===== src/rtl/alu_op_sequencer_pkg.sv =====
// Shared definitions for the ALU command sequencer: op codes, FSM states,
// ALU function constants and flag bit positions.
package alu_seq_pkg;

    localparam int DATA_W = 32;
    localparam int MUL_W  = 16;

    localparam logic [1:0] OP_SINGLE = 2'b00;
    localparam logic [1:0] OP_REPEAT = 2'b01;
    localparam logic [1:0] OP_MUL    = 2'b10;

    typedef enum logic [1:0] {
        ST_IDLE = 2'd0,
        ST_EXEC = 2'd1,
        ST_DONE = 2'd2
    } state_e;

    // Where the response flags come from once the command has finished.
    typedef enum logic [1:0] {
        FLG_ZERO = 2'd0,
        FLG_ALU  = 2'd1,
        FLG_MUL  = 2'd2
    } flag_src_e;

    localparam logic [4:0] FS_PASS_A32  = 5'h10;
    localparam logic [4:0] FS_ADD32     = 5'h14;
    localparam logic [3:0] FS_SHIFT_MIN = 4'hB;

    localparam int FLAG_Z = 3;
    localparam int FLAG_C = 2;
    localparam int FLAG_N = 1;
    localparam int FLAG_O = 0;

    function automatic logic is_shift_fs(input logic [4:0] fs);
        return fs[3:0] >= FS_SHIFT_MIN;
    endfunction

endpackage


===== src/rtl/alu_op_sequencer.sv =====
// Multi-cycle command sequencer driving an external 32-bit ALU: SINGLE,
// REPEAT (shift/rotate iterations) and 16x16 shift-add MUL.
module alu_op_sequencer
    import alu_seq_pkg::*;
(
    input  logic                clk_i,
    input  logic                rst_i,
    input  logic                cmd_valid_i,
    output logic                cmd_ready_o,
    input  logic [1:0]          cmd_op_i,
    input  logic [4:0]          cmd_funsel_i,
    input  logic [DATA_W-1:0]   cmd_a_i,
    input  logic [DATA_W-1:0]   cmd_b_i,
    input  logic [4:0]          cmd_count_i,
    output logic [DATA_W-1:0]   alu_a_o,
    output logic [DATA_W-1:0]   alu_b_o,
    output logic [4:0]          alu_funsel_o,
    output logic                alu_wf_o,
    input  logic [DATA_W-1:0]   alu_out_i,
    input  logic [3:0]          alu_flags_i,
    output logic                rsp_valid_o,
    input  logic                rsp_ready_i,
    output logic [DATA_W-1:0]   rsp_data_o,
    output logic [3:0]          rsp_flags_o,
    output logic                rsp_err_o,
    output logic                busy_o
);

    state_e              state_q, state_d;
    flag_src_e           fsrc_q, fsrc_d;
    logic [4:0]          cnt_q, cnt_d;
    logic [DATA_W-1:0]   acc_q, acc_d;
    logic [DATA_W-1:0]   m_q, m_d;
    logic [MUL_W-1:0]    q_q, q_d;
    logic [1:0]          op_q, op_d;
    logic [4:0]          fs_q, fs_d;
    logic                err_q, err_d;
    logic                cmd_bad;

    assign cmd_bad = (cmd_op_i == 2'b11) ||
                     ((cmd_op_i == OP_REPEAT) && !is_shift_fs(cmd_funsel_i));

    always_ff @(posedge clk_i) begin
        if (rst_i) begin
            state_q <= ST_IDLE;
            fsrc_q  <= FLG_ZERO;
            cnt_q   <= '0;
            acc_q   <= '0;
            m_q     <= '0;
            q_q     <= '0;
            op_q    <= OP_SINGLE;
            fs_q    <= FS_PASS_A32;
            err_q   <= 1'b0;
        end else begin
            state_q <= state_d;
            fsrc_q  <= fsrc_d;
            cnt_q   <= cnt_d;
            acc_q   <= acc_d;
            m_q     <= m_d;
            q_q     <= q_d;
            op_q    <= op_d;
            fs_q    <= fs_d;
            err_q   <= err_d;
        end
    end

    always_comb begin
        state_d      = state_q;
        fsrc_d       = fsrc_q;
        cnt_d        = cnt_q;
        acc_d        = acc_q;
        m_d          = m_q;
        q_d          = q_q;
        op_d         = op_q;
        fs_d         = fs_q;
        err_d        = err_q;
        cmd_ready_o  = 1'b0;
        rsp_valid_o  = 1'b0;
        alu_a_o      = '0;
        alu_b_o      = '0;
        alu_funsel_o = FS_PASS_A32;
        alu_wf_o     = 1'b0;

        case (state_q)
            ST_IDLE: begin
                cmd_ready_o = 1'b1;
                if (cmd_valid_i) begin
                    op_d    = cmd_op_i;
                    fs_d    = cmd_funsel_i;
                    err_d   = 1'b0;
                    fsrc_d  = FLG_ALU;
                    acc_d   = cmd_a_i;
                    m_d     = cmd_b_i;
                    q_d     = '0;
                    state_d = ST_EXEC;
                    if (cmd_bad) begin
                        // Illegal commands skip the ALU entirely.
                        acc_d   = '0;
                        m_d     = '0;
                        err_d   = 1'b1;
                        fsrc_d  = FLG_ZERO;
                        cnt_d   = '0;
                        state_d = ST_DONE;
                    end else if (cmd_op_i == OP_SINGLE) begin
                        cnt_d = 5'd1;
                    end else if (cmd_op_i == OP_REPEAT) begin
                        m_d   = '0;
                        cnt_d = cmd_count_i;
                        if (cmd_count_i == 5'd0) begin
                            state_d = ST_DONE;
                        end
                    end else begin
                        acc_d  = '0;
                        m_d    = {{(DATA_W-MUL_W){1'b0}}, cmd_a_i[MUL_W-1:0]};
                        q_d    = cmd_b_i[MUL_W-1:0];
                        cnt_d  = 5'd16;
                        fsrc_d = FLG_MUL;
                    end
                end
            end

            ST_EXEC: begin
                cnt_d = cnt_q - 5'd1;
                if (cnt_q == 5'd1) begin
                    state_d = ST_DONE;
                end
                if (op_q == OP_MUL) begin
                    m_d = m_q << 1;
                    q_d = q_q >> 1;
                    if (q_q[0]) begin
                        alu_a_o      = acc_q;
                        alu_b_o      = m_q;
                        alu_funsel_o = FS_ADD32;
                        acc_d        = alu_out_i;
                    end
                end else begin
                    // SINGLE uses m_q as B; REPEAT cleared it to zero.
                    alu_a_o      = acc_q;
                    alu_b_o      = m_q;
                    alu_funsel_o = fs_q;
                    alu_wf_o     = 1'b1;
                    acc_d        = alu_out_i;
                end
            end

            ST_DONE: begin
                rsp_valid_o = 1'b1;
                if (rsp_ready_i) begin
                    state_d = ST_IDLE;
                end
            end

            default: state_d = ST_IDLE;
        endcase
    end

    always_comb begin
        rsp_flags_o = 4'b0000;
        if (state_q == ST_DONE) begin
            case (fsrc_q)
                FLG_ALU: rsp_flags_o = alu_flags_i;
                FLG_MUL: begin
                    rsp_flags_o[FLAG_Z] = (acc_q == '0);
                    rsp_flags_o[FLAG_N] = acc_q[DATA_W-1];
                end
                default: rsp_flags_o = 4'b0000;
            endcase
        end
    end

    assign rsp_data_o = (state_q == ST_DONE) ? acc_q : '0;
    assign rsp_err_o  = (state_q == ST_DONE) && err_q;
    assign busy_o     = (state_q != ST_IDLE);

endmodule


===== config.mk =====
export PLATFORM = sky130hd
export DESIGN_NAME = alu_op_sequencer
export DESIGN_NICKNAME = d
export VERILOG_FILES = /design/src/rtl/alu_op_sequencer_pkg.sv /design/src/rtl/alu_op_sequencer.sv
export SDC_FILE = /design/constraint.sdc
export NUM_CORES = 1
export LEC_CHECK = 0
export ABC_AREA = 1
export BUFFER_PORTS_ARGS = -buffer_cell sky130_fd_sc_hd__buf_2
export CAP_MARGIN = 20
export CELL_PAD_IN_SITES_DETAIL_PLACEMENT = 0
export CELL_PAD_IN_SITES_GLOBAL_PLACEMENT = 2
export CORE_UTILIZATION = 24
export CTS_CLUSTER_DIAMETER = 80
export DETAILED_ROUTE_END_ITERATION = 7
export PLACE_DENSITY = 0.84
export SYNTH_ARGS = -nofsm -noshare
export SYNTH_HDL_FRONTEND = slang
export SYNTH_SLANG_ARGS = --single-unit

===== constraint.sdc =====
create_clock -name clk_i -period 2.1 [get_ports clk_i]
set_clock_uncertainty 0.2 [all_clocks]
set_input_delay 0.21 -clock clk_i [delete_from_list [all_inputs] [get_ports clk_i]]
set_output_delay 0.21 -clock clk_i [all_outputs]
set_load 0.1 [all_outputs]

After elaboration in Yosys (flattened, before gate mapping)
Cells that the tools add are included.
Widths: inputs -> output; s select.
- add/sub/neg operators: 1
- $lt $le $gt $ge: 1
- equality and inequality tests: 13
- muxes and demuxes: 55
- reduce and logical (&&, ||, !) cells: 15
- operator list (kind ; count):
    $mux 32 ; 17
    $pmux 32 s2 ; 2
    $mux 16 ; 6
    $logic_not 32->1 ; 1
    $pmux 16 s2 ; 1
    $mux 5 ; 6
    $mux 2 ; 10
    $pmux 5 s2 ; 1
    $reduce_and 3->1 ; 3
    $eq 2x2->1 const B ; 4
    $ne 2x2->1 const B ; 4
    $mux 1 ; 7
    $eq 2x1->1 const B ; 3
    $pmux 2 s3 ; 1
    $eq 5x1->1 const B ; 1
    $logic_not 5->1 ; 1
    $sub 5x1->5 const B ; 1
    $ge 4x4->1 const B ; 1
    $logic_not 2->1 ; 2
    $mux 4 ; 1
    $pmux 1 s2 ; 2
    $reduce_and 2->1 ; 2
    $reduce_bool 2->1 ; 2
    $mux 3 ; 1
    4 further kinds ; 5
- bits in registers: 97
- input bits: 116
- output and inout port bits: 110

Depth between registers and ports, before layout
Gate-level depths: netlist of run 1.
- depth after elaboration: 7
- depth in mapped cells: 11
- gate-level depth less buffers: 9

Worst setup path after synthesis of run 1
Ideal clock, no wire load.
- kind: reg2out
- start: register state_q[1]
- end: output port rsp_flags_o[1]
- data arrival time: 3752 ps
- data required time: 1690 ps
- slack: -2062 ps
- stages on the path, launching flop included: 6
- cells stage by stage: dfxtp_1 inv_2 nor2_1 inv_2 or2_2 a21oi_1
- longest elaborated chain between the ends: 2
- ends and longest elaborated chain (element ; line ; source):
    start: declaration ; alu_op_sequencer.sv:29 ; state_e state_q, state_d;
    start signal: assignment ; alu_op_sequencer.sv:55 ; state_q <= state_d;
    $eq 2x2->1 ; alu_op_sequencer.sv:159 ; if (state_q == ST_DONE) begin
    $mux 4 ; alu_op_sequencer.sv:159 ;
    end: declaration ; alu_op_sequencer.sv:24 ; output logic [3:0] rsp_flags_o,
Every way passes these cells.

Worst setup path in the final report of run 1
- start: register state_q[1]
- end: output port alu_a_o[23]
- longest elaborated chain between the ends: 2
- ends and longest elaborated chain (element ; line ; source):
    $eq 2x1->1 ; alu_op_sequencer.sv:84 ; case (state_q)
    $mux 32 ; alu_op_sequencer.sv:84 ;
    end: declaration ; alu_op_sequencer.sv:15 ; output logic [DATA_W-1:0] alu_a_o,
Every way passes these cells.

==> results.txt, run 1 <==
The flow ran to the end, and the final reports show no timing, DRC or antenna violations. The final-report setup violation count is 0. The clock period minus worst slack came out at 2060 ps.

The part of the total power dissipated in combinational logic came out at 0.661. For this configuration, the core starts out at a cell density of 0.246. STA classifies the critical path endpoint as a primary output. Once detail routing completed, the nets flagged for antenna violations numbered 0. The multiplexer fraction of the synthesized cell area came out at 0. The number of library cell types mapped by synthesis came out at 30. Clock tree synthesis inserted a total of 9 buffers.

The worst pin sits at a relative slew slack of 0.657. The number of violations of the max-capacitance limit came out at 0. The sequential power share is 0.218. The post-route worst hold slack is 4.91 ps. The startpoint type of the worst setup path is a flip-flop. Timing would allow up to roughly 490 MHz. The synthesized-area fraction occupied by ao, oa, aoi and oai cells is 0.201. In this run the critical register-to-register path is captured at m_q[1]. The capturing element of the worst setup path is alu_a_o[23].

The length in cells of the worst reg-to-reg path came out at 10. In this run the critical register-to-register path is launched from state_q[1]. The ratio of cells with drive above 1 in the final layout is 0.343. The placed wire-length estimate after detailed placement came out at between 15000 and 20000 um.

The internal power summed over all cells came out at 6.44 mW. TritonCTS built the clock tree. The floorplan step defined a die boundary enclosing 24800 um^2. Dividing total power by cell area gives a power density of 1260 nW/um^2. The weighted congestion at the end of routability-driven global placement is slightly above 0.8. The standard cell core area came out at 23600 um^2. The synthesized design spends more area on one cell type than any other, namely dfxtp_1. The type of the setup path with the least slack is reg -> out.

The hold violation count in the final report is 0. The final max-slew violation count was 0. Setup total negative slack on the finished layout was measured at 0 ps. The slack of the worst reg-to-reg path came out at ~140 ps. The worst-case clock buffer depth came out at 2.

In this run the worst hold path is classified as in -> reg. The most critical setup path has its startpoint at state_q[1]. From bottom edge to top edge, the die measures approximately 160 um. The maximum level of the CTS H-tree is 3. In this run the most critical hold path is launched from alu_out_i[6]. The logic depth of the worst path, buffers included came out at 7. At the pin with the least slew margin, the transition time is about 510 ps. The remaining global-route overflow is 0.

The family of cells with the greatest summed delay on the critical path is buffers and inverters. The maximum number of pins on one net before global-route repair is between 90 and 100. The routed design has 24700 um of wire.

The net count of the finished layout is 1335. The sequential cell area fraction in the yosys report came out at 0.334. The number of antenna violations at the first check in global routing is 1. The sequential cell area in the final layout came out at ~1900 um^2.

The cell that appears most often on the critical path is nand2_8. The signal on the critical path passes through inv_8 > nand2_8 > clkinv_8 > nand2_8 > buf_16 > nor2_4 > buf_12. The area taken by multi-input logic gates came out at about 4000 um^2. The net switching power is ~7.3 mW. The number of standard cells after synthesis is 960. On the critical path, the stage with the largest delay is an instance of dfxtp_4.

Summed over all cells, the static leakage comes to ~4.4 nW. The I/O pin total came out at roughly 230. The total routing usage reported by global routing came out at 0.190.

The master cell of the clock root buffer is clkbuf_16. The clock power share is 0.122. The number of antenna diodes came out at 0. The worst stage delay on the critical path is 370 ps.

The post-synthesis average cell area came out at just over 6 um^2. The growth of design area from synthesis to finish came out at 88.2%. The final cell utilization of the core came out at 0.463. The final design area excluding fillers is 10900 um^2.

The global-route wire length before repair came out at ~36000 um. Of the total power, the share spent switching nets is 0.533. The area share of fa/ha/maj cells after synthesis came out at 0.00861. Setup repair after global routing could not meet its margin everywhere.

The worst voltage drop across the vdd grid is between 0.0006 and 0.0007 V. The routed via count is 7062. In this run, synthesis produced a sequential element count of 97. The overall power of the completed layout came out at around 14 mW. The insertion delay of the later-clocked pin in the worst-skew pair came out at 350 ps. After filler insertion, the fill cell instance count of the layout stands at about 2400. The floorplan step set the die width to 158 um. The worst endpoint data arrival time came out at between 1500 and 2000 ps.

The number of vias per cell after detailed routing came out at approximately 4.6. The post-synthesis xor/xnor area fraction came out at 0. The total cell area at the placement stage is between 9000 and 10000 um^2. The maximum fanout count along the critical path is 7. The count of TritonRoute iterations in the first routing pass came out at 7.

The fraction of synthesized cell area taken by the top area cell type is 0.334. During synthesis, Yosys emitted a total of 0 warnings. Together, buffers and inverters on the worst path number 4. The number of buffers added on ports is about 230. After detailed routing, the average wire length per cell comes to between 15 and 20 um. The fraction of the mapped netlist area in simple logic gates came out at 0.319.

The first routing iteration left around 390 violations. The synthesized netlist net count came out at 1080. Of the available clock period, the critical path in the final layout requires 0.979. Data on the critical path is required at its endpoint by approximately 1700 ps. The post-route DRC violation count came out at 0. By area, the combinational part of the netlist is dominated by simple AND/OR/NAND/NOR gates.

By area the synthesized netlist is led by dfxtp_1 33%, nor2_1 13%, o21ai_0 8.8%. The post-synth design cell area came out at 5810 um^2. The clock-pin slew on the worst setup and hold paths is 70 ps. The via count of the first global-routing pass is 6709. The number of clock sinks is 97.

The number of placement rows is 56.
-- cells in the final DEF (no fill, tap or decap), drive strengths merged --
master       instances
o211ai               2
clkbuf              13
bufbuf               1
a21boi              18
dfxtp               97
clkinv               4
a211oi               1
o21ai              104
inv                120
bufinv               1
a31oi                2
nand2              136
buf                255
or2                  2
dlygate4sd3         53
a21oi               91
ha                   4
nand4               15
o21a                 1
nand3               89
nor3                 1
nor2               206
clkinvlp             4
-- per-layer routing --
metal	vias to the layer above	routed length [um]	track usage
met4	2	450	0.0703
met3	31	1110	0.0257
met2	208	12000	0.322
met5	-	13	0
li1	3583	-	-
met1	3238	11100	0.245
-- what timing repair did --
| item | 4_1_cts | 5_1_grt |
|---|---|---|
| endpoints found under the hold margin | 53 | 0 |
| cloned | 3 | 6 |
| pin swaps | 1 | 4 |
| setup endpoints to repair | 61 | 42 |
| resized for setup | 19 | 23 |
| hold buffers | 53 | 0 |
| setup buffers | 2 | 2 |
-- tightest hold or removal path, stage by stage --
cell and delay (ps):
buf_2 90, nand2_1 50, nand2_1 60, a21oi_1 50, nor2_1 70
-- cell type report --
type                       count  share of cell area
sequential                    97               0.178
inverter                     122              0.0447
timing repair buffer         313               0.350
multi-input combinational    672               0.364
tap                          319              0.0365
clock buffer                   9              0.0206
clock inverter                 7             0.00652
-- sequential cells by signal, summed over array words and instances (netlist names) --
name and cells:
m_q 32, q_q 16, fs_q 5, op_q 2
state_q 2, cnt_q 5, fsrc_q 2, acc_q 32
err_q 1
-- kinds of logic after synthesis --
kind of cell | Yosys count
fa+ha+maj | 4
buf+inv | 192
flops | 97
simple gates | 448
compound gates | 219
-- cell usage after synthesis --
master,number
nor2_1,204
nand2_1,133
inv_1,118
o21ai_0,102
dfxtp_1,97
a21oi_1,90
nand3_1,89
clkbuf_1,31
buf_2,25
a21boi_0,18
nand4_1,15
buf_4,4
clkbuf_2,4
ha_1,4
inv_2,4
buf_1,3
buf_6,3
a31oi_1,2
o211ai_1,2
or2_2,2
a211oi_1,1
a21oi_4,1
nand2_2,1
nand2_4,1
nor2_2,1
nor2_4,1
nor3_1,1
o21a_1,1
o21ai_1,1
o21ai_2,1
-- power groups by stage --
stage	logic, mW	registers, mW	clock network (mW)
6_report	9.11	3.00	1.68
4_1_cts	8.84	2.97	1.74
3_5_place_dp	8.42	3.00	0
5_1_grt	9.76	3.10	1.83
3_3_place_gp	8.38	2.99	0
2_1_floorplan	6.33	2.86	0
-- metrics by stage --
step,instances,setup slack (ps)
after floorplan,960,-303
after global routing,1539,-26.2
after CTS,1531,-14.4
after detailed placement,1457,150
final,1539,44.6
after global placement,1457,160
-- how the worst min path moves through the flow --
stage / end / slack, ps / depth (start not counted)
after floorplan: fs_q[4] / 140 / 2
after global placement: fs_q[4] / 230 / 3
after detailed placement: fs_q[4] / 240 / 3
after CTS: acc_q[11] / 0.2 / 5
after global routing: acc_q[3] / 20 / 5
final: acc_q[6] / 5 / 5
(Power assumes the default switching activity.)
==> run 2: changes to the inputs <==
- RECOVER_POWER: default -> 25
==> run 2 against run 1 <==
Compared with the run above: sequential cell count unchanged; design area down 0.21%; register-to-register slack about the same; critical path depth did not move; global-route usage did not move; die area stayed put; critical path type unchanged; critical endpoint unchanged; largest power group unchanged; highest routed layer unchanged.
==> results.txt, run 2 (synthesized netlist as in run 1, its figures left out) <==
The run finished with clean final reports. The startpoint type of the worst setup path is a flip-flop. Along the worst path, the maximum fanout reaches 7. The length in cells of the worst reg-to-reg path is 8. The share of total power dissipated in the clock network is 0.122. The global-route wire length before repair is between 30000 and 40000 um. At the worst endpoint, the required time is 1690 ps. The clock-pin slew on the worst setup and hold paths came out at around 70 ps.

The net switching power is 7.34 mW. Of the total power, combinational logic draws 0.660. The critical path is of the reg -> out type.

The via count of the first global-routing pass is approximately 6700. The routed via count came out at between 7000 and 8000. The starting utilization of the core area is 0.246. For flop-to-flop paths, the worst setup slack is between 100 and 150 ps. The endpoint kind of the worst setup timing path is a primary output. The maximum number of pins on one net before global-route repair came out at 92. The number of clock sinks is 97. At the end of routability-driven placement, the weighted congestion stood at 0.806.

The final max-slew violation count was 0. Of the total power, the share spent switching nets is 0.533. The insertion delay of the later-clocked pin in the worst-skew pair came out at between 300 and 400 ps.

The clock period minus worst slack came out at about 2100 ps. The library cell used most frequently in the layout, excluding fill and tap cells, is nand2_1. VDD sags by at most ~0.00069 V. The share of total power dissipated in sequential elements is 0.218. Setup repair after global routing could not meet its margin everywhere. The total routing usage reported by global routing is 0.190. TritonCTS built the clock tree. The headroom to the max-slew limit came out at 0.634. The ratio of cells with drive above 1 in the final layout came out at 0.339.

The pin slew with the least headroom to its limit is about 550 ps. The number of antenna violations at the first check in global routing came out at 1. The I/O pin total is around 230.

The overall power of the completed layout came out at about 14 mW. The number of vias per cell after detailed routing is 4.58. The final net count came out at 1335. The endpoint identified for the worst register-to-register timing path is m_q[14]. The first detailed-routing pass took 5 iterations. No sink is reached through more buffers than the 2 on the longest clock path. 0 antenna diodes ended up in the layout. CTS placed an instance of clkbuf_16 at the clock tree root. The remaining global-route overflow came out at 0.

From bottom edge to top edge, the die measures about 160 um. The average routed wire per standard cell came out at between 15 and 20 um. The number of violations of the max-capacitance limit came out at 0. The worst flop-to-flop path startpoint is state_q[0]. The post-route DRC violation count came out at 0. The timing-limited maximum frequency is between 400 and 500 MHz. The growth of design area from synthesis to finish came out at 87.8%.

Of the available clock period, the critical path in the final layout requires 0.979. Buffers placed on the I/O ports in this run total around 230. The width of the chip is ~160 um. Buffers inserted during clock tree synthesis total 9. For this design the static power due to leakage is ~4.4 nW.

The worst endpoint data arrival time is 1650 ps. The number of cells traversed by the worst hold path came out at 5. The standard cell core area came out at approximately 24000 um^2.

The power per cell area came out at 1260 nW/um^2. The total wire length after detailed routing came out at ~25000 um. The worst hold path belongs to the class in -> reg. Setup violations remaining at the end of the flow were counted as 0. The internal power summed over all cells came out at 6.42 mW. The violation count after the first detailed-route iteration is 420. The hold violation count in the final report is 0. The worst hold path endpoint is acc_q[1]. The library cells used most frequently in the layout, excluding fill and tap cells, are 129 x nand2_1, 116 x buf_2, 112 x buf_12. In the final layout, the registers with the most flip-flops are acc_q (32), m_q (32), q_q (16). Once detail routing completed, the nets flagged for antenna violations numbered 0. Row generation in the floorplan step produced between 50 and 60 rows. The floorplan step defined a die boundary enclosing around 25000 um^2. The maximum level of the CTS H-tree is 3. The summed negative setup slack over all endpoints is 0 ps. The worst hold path begins at alu_out_i[1]. Detailed placement finished with a half-perimeter wire length of 16600 um.
==> run 2: changes by cell type in the layout (fill, tap and decap cells not counted) <==
cell and change:
clkbuf_2 +4, inv_2 -1, buf_4 -3, clkbuf_1 +1
nand2_1 +1, a21oi_4 -1, buf_2 -2, nand2_2 -1
inv_1 +1, a21oi_1 +1
==> run 2: stage by stage <==
step           utilization  setup WS [ps]  instances  hold WS [ps]  instance area, um^2
2_1_floorplan            -           -303        960           140                 6810
3_5_place_dp         0.413            150       1457           238                 9750
4_1_cts              0.455          -14.4       1531         0.241                10700
3_3_place_gp         0.413            160       1457           228                 9750
5_1_grt              0.462          -26.2       1539          21.8                10900
6_report             0.462           44.2       1539          3.29                10900
==> run 2: power groups by stage <==
stage	clock network, mW	logic, mW	registers (mW)
5_1_grt	1.83	9.73	3.10
3_3_place_gp	0	8.38	2.99
4_1_cts	1.74	8.84	2.97
2_1_floorplan	0	6.33	2.86
3_5_place_dp	0	8.42	3.00
6_report	1.68	9.08	3.00
==> run 2: how the worst max path moves through the flow <==
stage | from | endpoint | depth (start not counted)
floorplan | state_q[1] | rsp_flags_o[1] | 5
global placement | state_q[1] | m_q[1] | 10
detailed placement | state_q[1] | m_q[1] | 10
CTS | state_q[1] | alu_b_o[10] | 7
global route | acc_q[8] | rsp_flags_o[3] | 8
finish | state_q[1] | alu_a_o[23] | 7
==> run 2: metal layers <==
metal | wire, um | part of all wire | up-vias | track usage
li1 | - | - | 3584 | -
met1 | 11000 | 0.45 | 3234 | 0.245
met2 | 12000 | 0.49 | 202 | 0.322
met3 | 1220 | 0.049 | 29 | 0.0257
met4 | 441 | 0.018 | 2 | 0.0703
met5 | 13 | 0.00053 | - | 0
==> run 2: repair_timing <==
| action | CTS | global route |
|---|---|---|
| hold buffers | 53 | 0 |
| setup endpoints to repair | 61 | 42 |
| buffers inserted | 2 | 2 |
| cloned | 3 | 6 |
| endpoints found under the hold margin | 53 | 0 |
| pin swaps | 1 | 4 |
| gates resized for setup | 19 | 23 |
==> run 2: layout make-up <==
class	count	area [um^2]
timing repair buffer	313	3820
clock buffer	9	225
sequential	97	1950
inverter	122	489
fill	2383	12700
tap	319	399
multi-input combinational	672	3960
clock inverter	7	71.3
==> run 2: critical path, stage by stage, from the launching register on <==
cell and delay (ps):
dfxtp_4 370, inv_8 80, nand2_8 70, clkinv_8 80, nand2_8 140, buf_16 200
nor2_4 150, buf_12 180
